<file path="src/rtl/pipe_addsub_pkg.sv">
// Shared constants and helpers for the pipelined adder/subtractor.
// Saturation limits are returned wide and truncated to WIDTH by the user.
package pipe_addsub_pkg;

    localparam int DEFAULT_WIDTH = 32;
    localparam int DEFAULT_CHUNK = 8;
    localparam int MAX_WIDTH     = 256;

    function automatic int calcStages(input int width, input int chunk);
        return width / chunk;
    endfunction

    function automatic logic [MAX_WIDTH-1:0] satMax(input int width);
        return (MAX_WIDTH'(1) << (width - 1)) - MAX_WIDTH'(1);
    endfunction

    function automatic logic [MAX_WIDTH-1:0] satMin(input int width);
        return MAX_WIDTH'(1) << (width - 1);
    endfunction

endpackage

</file>
<file path="src/rtl/pipe_addsub_chunk.sv">
// Combinational W-bit ripple segment; also exposes the carry into its top bit
// so the final segment can derive signed overflow.
module addsub_chunk #(
    parameter int W = 8
) (
    input  logic [W-1:0] a,
    input  logic [W-1:0] b,
    input  logic         cin,
    output logic [W-1:0] sum,
    output logic         cout,
    output logic         c_msb_in
);

    logic [W-1:0] w_low;

    // Lower W-1 bits plus carry-in; the spare top bit becomes the carry into the MSB.
    assign w_low    = {1'b0, a[W-2:0]} + {1'b0, b[W-2:0]} + W'(cin);
    assign c_msb_in = w_low[W-1];
    assign sum      = {a[W-1] ^ b[W-1] ^ c_msb_in, w_low[W-2:0]};
    assign cout     = (a[W-1] & b[W-1]) | (c_msb_in & (a[W-1] ^ b[W-1]));

endmodule

</file>
<file path="src/rtl/pipe_addsub.sv">
// Pipelined WIDTH-bit add/sub, one CHUNK-bit segment per stage, valid/ready flow control.
// Optional saturation on signed overflow is enabled by defining PIPE_ADDSUB_SAT_EN.
module pipe_addsub
    import pipe_addsub_pkg::*;
#(
    parameter int WIDTH = DEFAULT_WIDTH,
    parameter int CHUNK = DEFAULT_CHUNK
) (
    input  logic             clock,
    input  logic             reset_n,
    input  logic             in_valid,
    output logic             in_ready,
    input  logic [WIDTH-1:0] in_a,
    input  logic [WIDTH-1:0] in_b,
    input  logic             in_sub,
`ifdef PIPE_ADDSUB_SAT_EN
    input  logic             in_sat,
`endif
    output logic             out_valid,
    input  logic             out_ready,
    output logic [WIDTH-1:0] out_sum,
    output logic             out_cout,
    output logic             out_ovf,
    output logic             out_zero
);

    localparam int STAGES = calcStages(WIDTH, CHUNK);
`ifdef PIPE_ADDSUB_SAT_EN
    localparam logic [WIDTH-1:0] SAT_MAX = WIDTH'(satMax(WIDTH));
    localparam logic [WIDTH-1:0] SAT_MIN = WIDTH'(satMin(WIDTH));
`endif

    logic [STAGES:0]  w_ready;
    logic [WIDTH-1:0] w_bIn;

    assign w_bIn           = in_sub ? ~in_b : in_b;
    assign w_ready[STAGES] = out_ready;
    assign in_ready        = reset_n & w_ready[0];

    for (genvar k = 0; k < STAGES; k++) begin : g_stage
        localparam int SRC_W = WIDTH - k * CHUNK;
        localparam int REM_W = SRC_W - CHUNK;

        logic                   w_prevValid, w_cin, w_cout, w_cMsb, w_load;
        logic [SRC_W-1:0]       w_srcA, w_srcB;
        logic [CHUNK-1:0]       w_sumChunk;
        logic [(k+1)*CHUNK-1:0] w_sumIn, w_sumNext;
        logic                   r_valid, r_c;
        logic [(k+1)*CHUNK-1:0] r_sum;
`ifdef PIPE_ADDSUB_SAT_EN
        logic                   w_satIn;
`endif

        // Stage 0 takes the operands directly; later stages take the skewed upper chunks.
        if (k == 0) begin : g_first
            assign w_prevValid = in_valid;
            assign w_cin       = in_sub;
            assign w_srcA      = in_a;
            assign w_srcB      = w_bIn;
            assign w_sumIn     = w_sumChunk;
`ifdef PIPE_ADDSUB_SAT_EN
            assign w_satIn     = in_sat;
`endif
        end else begin : g_next
            assign w_prevValid = g_stage[k-1].r_valid;
            assign w_cin       = g_stage[k-1].r_c;
            assign w_srcA      = g_stage[k-1].g_skew.r_a;
            assign w_srcB      = g_stage[k-1].g_skew.r_b;
            assign w_sumIn     = {w_sumChunk, g_stage[k-1].r_sum};
`ifdef PIPE_ADDSUB_SAT_EN
            assign w_satIn     = g_stage[k-1].g_skew.r_sat;
`endif
        end

        assign w_ready[k] = ~r_valid | w_ready[k+1];
        assign w_load     = w_ready[k] & w_prevValid;

        addsub_chunk #(.W(CHUNK)) u_chunk (
            .a        (w_srcA[CHUNK-1:0]),
            .b        (w_srcB[CHUNK-1:0]),
            .cin      (w_cin),
            .sum      (w_sumChunk),
            .cout     (w_cout),
            .c_msb_in (w_cMsb)
        );

        always_ff @(posedge clock or negedge reset_n) begin
            if (!reset_n) begin
                r_valid <= 1'b0;
                r_c     <= 1'b0;
                r_sum   <= '0;
            end else begin
                if (w_ready[k])
                    r_valid <= w_prevValid;
                if (w_load) begin
                    r_c   <= w_cout;
                    r_sum <= w_sumNext;
                end
            end
        end

        if (k == STAGES - 1) begin : g_last
            logic w_ovf;
            logic r_ovf, r_zero;

            assign w_ovf = w_cout ^ w_cMsb;
`ifdef PIPE_ADDSUB_SAT_EN
            // Raw MSB set after overflow means the true result was positive.
            assign w_sumNext = (w_satIn && w_ovf) ? (w_sumIn[WIDTH-1] ? SAT_MAX : SAT_MIN)
                                                  : w_sumIn;
`else
            assign w_sumNext = w_sumIn;
`endif

            always_ff @(posedge clock or negedge reset_n) begin
                if (!reset_n) begin
                    r_ovf  <= 1'b0;
                    r_zero <= 1'b0;
                end else if (w_load) begin
                    r_ovf  <= w_ovf;
                    r_zero <= (w_sumIn == '0);
                end
            end
        end else begin : g_skew
            logic [REM_W-1:0] r_a, r_b;
`ifdef PIPE_ADDSUB_SAT_EN
            logic             r_sat;
`endif

            assign w_sumNext = w_sumIn;

            always_ff @(posedge clock or negedge reset_n) begin
                if (!reset_n) begin
                    r_a   <= '0;
                    r_b   <= '0;
`ifdef PIPE_ADDSUB_SAT_EN
                    r_sat <= 1'b0;
`endif
                end else if (w_load) begin
                    r_a   <= w_srcA[SRC_W-1:CHUNK];
                    r_b   <= w_srcB[SRC_W-1:CHUNK];
`ifdef PIPE_ADDSUB_SAT_EN
                    r_sat <= w_satIn;
`endif
                end
            end
        end
    end

    assign out_valid = g_stage[STAGES-1].r_valid;
    assign out_sum   = g_stage[STAGES-1].r_sum;
    assign out_cout  = g_stage[STAGES-1].r_c;
    assign out_ovf   = g_stage[STAGES-1].g_last.r_ovf;
    assign out_zero  = g_stage[STAGES-1].g_last.r_zero;

endmodule

</file>
<file path="config.mk">
export PLATFORM = sky130hd
export DESIGN_NAME = pipe_addsub
export DESIGN_NICKNAME = d
export VERILOG_FILES = /design/src/rtl/pipe_addsub_pkg.sv /design/src/rtl/pipe_addsub_chunk.sv /design/src/rtl/pipe_addsub.sv
export SDC_FILE = /design/constraint.sdc
export NUM_CORES = 1
export LEC_CHECK = 0
export CELL_PAD_IN_SITES_DETAIL_PLACEMENT = 1
export CELL_PAD_IN_SITES_GLOBAL_PLACEMENT = 2
export CORE_UTILIZATION = 39
export DETAILED_ROUTE_END_ITERATION = 12
export PLACE_DENSITY_LB_ADDON = 0.1
export SYNTH_ARGS = -nofsm -noshare
export SYNTH_HDL_FRONTEND = slang
export SYNTH_HIERARCHICAL = 1
export SYNTH_SLANG_ARGS = --single-unit
</file>
<file path="constraint.sdc">
create_clock -name clock -period 3.05 [get_ports clock]
set_clock_uncertainty 0.2 [all_clocks]
set_input_delay 0.4575 -clock clock [delete_from_list [all_inputs] [get_ports clock]]
set_output_delay 0.4575 -clock clock [all_outputs]
set_load 0.03 [all_outputs]
</file>
==> flow_summary.json, run 1 <==
{
  "yosys.area_share.adder_pct": 6.33,
  "r2r_setup_slack_ns": 0.11,
  "syn_nets": 709,
  "antenna_found_initial": 0,
  "initial_core_util_pct": 40.2,
  "p_seq_share_pct": 39.6,
  "die_w_um": 150,
  "synth_edf_count": 0,
  "die_area_mm2": 0.0225,
  "ys_seq_area_share_pct": 54.5,
  "use_met3_pct": 3.93,
  "r2r_start": "g_stage[2].g_skew.r_a[3]",
  "drv_slew": 0,
  "grt_max_degree": 117,
  "met2_usage_pct": 29.3,
  "port_buffers": 105,
  "final_nets": 826,
  "multi_input_area_mm2": 0.00367,
  "power.switching_uw": 3450,
  "track_usage_pct": 16.9,
  "yosys.area.top_type": "dfrtp_1",
  "core_mm2": 0.0212,
  "drt_iter0_drc": 142,
  "clkPwrFrac_pct": 21.0,
  "yosys.cell_count.top_type": "dfrtp_1",
  "io_pins": 106,
  "num_antenna_cells": 0,
  "syn_area_mm2": 0.00854,
  "die_y_um": 150,
  "synthCells": 604,
  "crit_arrival_ns": 3.06,
  "grt.busiest_layer": "met2",
  "worstSetupPathType": "flip-flop to flip-flop",
  "dpl.hpwl_um": 12500,
  "syn2layout_area_growth_pct": 23.5,
  "netlist.area_leader.share_pct": 54.5,
  "final_cells": 1009,
  "worstHoldPathType": "input port to asynchronous set/reset pin",
  "drt_wl_total_um": 17300,
  "finalPower_uw": 10100,
  "clkSlewWorstSetupHoldPaths_ns": 0.07,
  "reg2reg_depth": 9,
  "finalWorstSetupSlack_ns": 0.108,
  "num_rows": 53,
  "cts_sinks": 186,
  "start_kind": "flip-flop",
  "insertion_delay_ns": 0.43,
  "grt_pass1_wl_um": 28900,
  "clock_path_buffers": 2,
  "ys_warn_count": 6,
  "htreeDepth": 4,
  "setup_viol": 0,
  "path_max_fanout": 5,
  "synth_mux_area_share_pct": 23.7,
  "drive_above_1_share_pct": 27.4,
  "regArea_mm2": 0.00465,
  "p_int_uw": 6630,
  "finalCritPeriodShare_pct": 96.5,
  "p_leak_uw": 0.00442,
  "synthArstFlopShare_pct": 100,
  "cts_tree": "done",
  "cts_root_buf": "clkbuf_16",
  "dpl_worst_slack_ns": -0.110,
  "ys_ff_latch": 186,
  "tightest_slew_ns": 0.657,
  "synthDistinctLibCells": 36,
  "overflow": 0,
  "place_congestion": 0.762,
  "max_cap_violations": 0,
  "ant_nets": 0,
  "cts_inserted_buffers": 17,
  "status": "finished clean",
  "max_freq_ghz": 0.340,
  "drc": 0,
  "dp.cells": 974,
  "vias": 5067,
  "vias_per_cell": 5.02,
  "post-route-min-period_ns": 2.94,
  "synth_xor_area_share_pct": 4.62,
  "wl_per_cell_um": 17.2,
  "timing.rr.end": "out_zero",
  "powerDensity_mw_per_mm2": 956,
  "vdd.ir_drop.worst_mv": 0.343,
  "yosys-top-cells-count": "dfrtp_1, mux2_2, mux2_1",
  "drtPass1Iterations": 4,
  "switching_share_pct": 34.2,
  "fill_cells": 2138,
  "syn_area_per_cell_um2": 14.1,
  "synth_compound_area_share_pct": 4.13,
  "grt_use_met1_pct": 20.8,
  "required_ns": 3.17,
  "max_slew_margin_pct": 56.2,
  "final_util_pct": 49.7,
  "synth_top_family_by_area": "multiplexers",
  "finalHoldViolCount": 0,
  "yosys_most_used_dff": "dfrtp_1",
  "synth_area_leaders": "dfrtp_1, mux2_2, mux2_1",
  "combPwrFrac_pct": 39.4,
  "grt_pass1_vias": 5659,
  "endpoint_kind": "flip-flop",
  "synth-simple-area-share_pct": 3.78
}
## placed cells by master (no fill, tap or decap), types with 2 or more instances in the layout
master,synthesis,layout
o21ai_1,4,3
inv_1,26,26
nor3b_1,4,4
a311o_1,4,4
xnor2_1,13,13
o21a_1,4,4
clkdlybuf4s50_1,0,102
nand2_2,0,2
mux2_2,140,140
nand2_1,10,8
mux2_1,40,40
a311oi_2,3,3
nor2b_1,10,9
nand4_1,2,2
clkbuf_16,0,17
clkinvlp_4,0,4
o31a_1,4,4
clkbuf_8,0,4
ha_1,24,24
a21oi_1,16,15
dfrtp_1,186,186
nor2b_2,1,2
nor4_1,12,11
buf_12,0,4
clkinv_2,0,3
buf_4,3,11
clkbuf_1,1,2
nand2b_1,3,3
a31oi_1,5,5
xor2_1,32,32
nor2_1,8,8
o21ai_0,11,11
fa_1,12,11
## layout make-up
type | instances | area share [%]
clock inverter | 10 | 0.878
clock buffer | 22 | 4.50
tap | 275 | 3.26
inverter | 26 | 0.926
multi-input combinational | 370 | 34.8
sequential | 186 | 44.1
timing repair buffer | 120 | 11.5
## flip-flops by register name, summed over array words and instances (netlist names)
signal / cells
out_cout: 1
g_stage.r_c: 3
g_stage.g_skew.r_a: 48
out_ovf: 1
out_zero: 1
out_sum: 32
g_stage.r_sum: 48
out_valid: 1
g_stage.r_valid: 3
g_stage.g_skew.r_b: 48
## cells by family after synthesis
kind of cell | count (synthesis)
AO/OA/AOI/OAI | 53
buffers and inverters | 48
XOR/XNOR | 45
adder cells (fa/ha/maj) | 36
multiplexers | 180
AND/OR/NAND/NOR | 56
flip-flops | 186
## worst max-delay path: stages (launching register included)
cell and delay, ns:
dfrtp_1 0.38, ha_1 0.38, a21oi_1 0.22, nor2b_1 0.10, a311oi_2 0.34, o21ai_2 0.12, fa_1 0.51, nor4_2 0.15
nand4_1 0.17, o31ai_1 0.29
## through the flow
step	instance area, um2	setup TNS, ns	hold WS, ns
global route	10500	-0.00450	0.250
floorplan	8540	0	-0.0381
global placement	9930	-0.0651	0.135
CTS	10500	0	0.251
finish	10500	0	0.260
detailed placement	9930	-0.204	0.139
## worst max path at each step
stage | to | startpoint | cells after the start | slack (ns)
2_1_floorplan | g_stage[0].r_sum[6] | in_sub | 11 | 0.07
3_3_place_gp | g_stage[0].r_sum[7] | in_b[0] | 9 | -0.05
3_5_place_dp | g_stage[0].r_sum[6] | in_b[0] | 10 | -0.11
4_1_cts | out_zero | g_stage[2].g_skew.r_a[0] | 9 | 0.01
5_1_grt | out_zero | g_stage[2].g_skew.r_a[3] | 9 | -0.005
6_report | out_zero | g_stage[2].g_skew.r_a[3] | 9 | 0.11
## layer usage
metal	share of wire, %	wire length, um	vias up
li1	-	-	2357
met1	44	7570	2621
met2	52	9000	75
met3	3.3	568	14
met4	1.2	206	0
met5	0	0	-
## timing repair
| item | in CTS | in global routing |
|---|---|---|
| endpoints found under the hold margin | 18 | 0 |
| gates resized for setup | 0 | 5 |
| setup buffers | 0 | 2 |
| setup endpoints to repair | 1 | 1 |
| pin swaps | 2 | 6 |
| gates cloned | 0 | 0 |
| hold buffers | 1 | 0 |
## power by group through the flow
| stage | combinational [uW] | sequential (uW) | clock (uW) |
|---|---|---|---|
| 2_1_floorplan | 2280 | 4280 | 0 |
| 3_3_place_gp | 3770 | 4000 | 0 |
| 3_5_place_dp | 3890 | 4050 | 0 |
| 4_1_cts | 3930 | 4010 | 2190 |
| 5_1_grt | 4370 | 4130 | 2280 |
| 6_report | 3970 | 3990 | 2120 |
Power figures use the tool's default switching activity.
==> run 2: changes to the inputs <==
--- a/config.mk
+++ b/config.mk
@@ -14,3 +14,4 @@
 export SYNTH_HDL_FRONTEND = slang
 export SYNTH_HIERARCHICAL = 1
 export SYNTH_SLANG_ARGS = --single-unit
+export TNS_END_PERCENT = 50
==> results of run 2 <==
No change in the layout: final DEF, timing and power equal those of run 1.
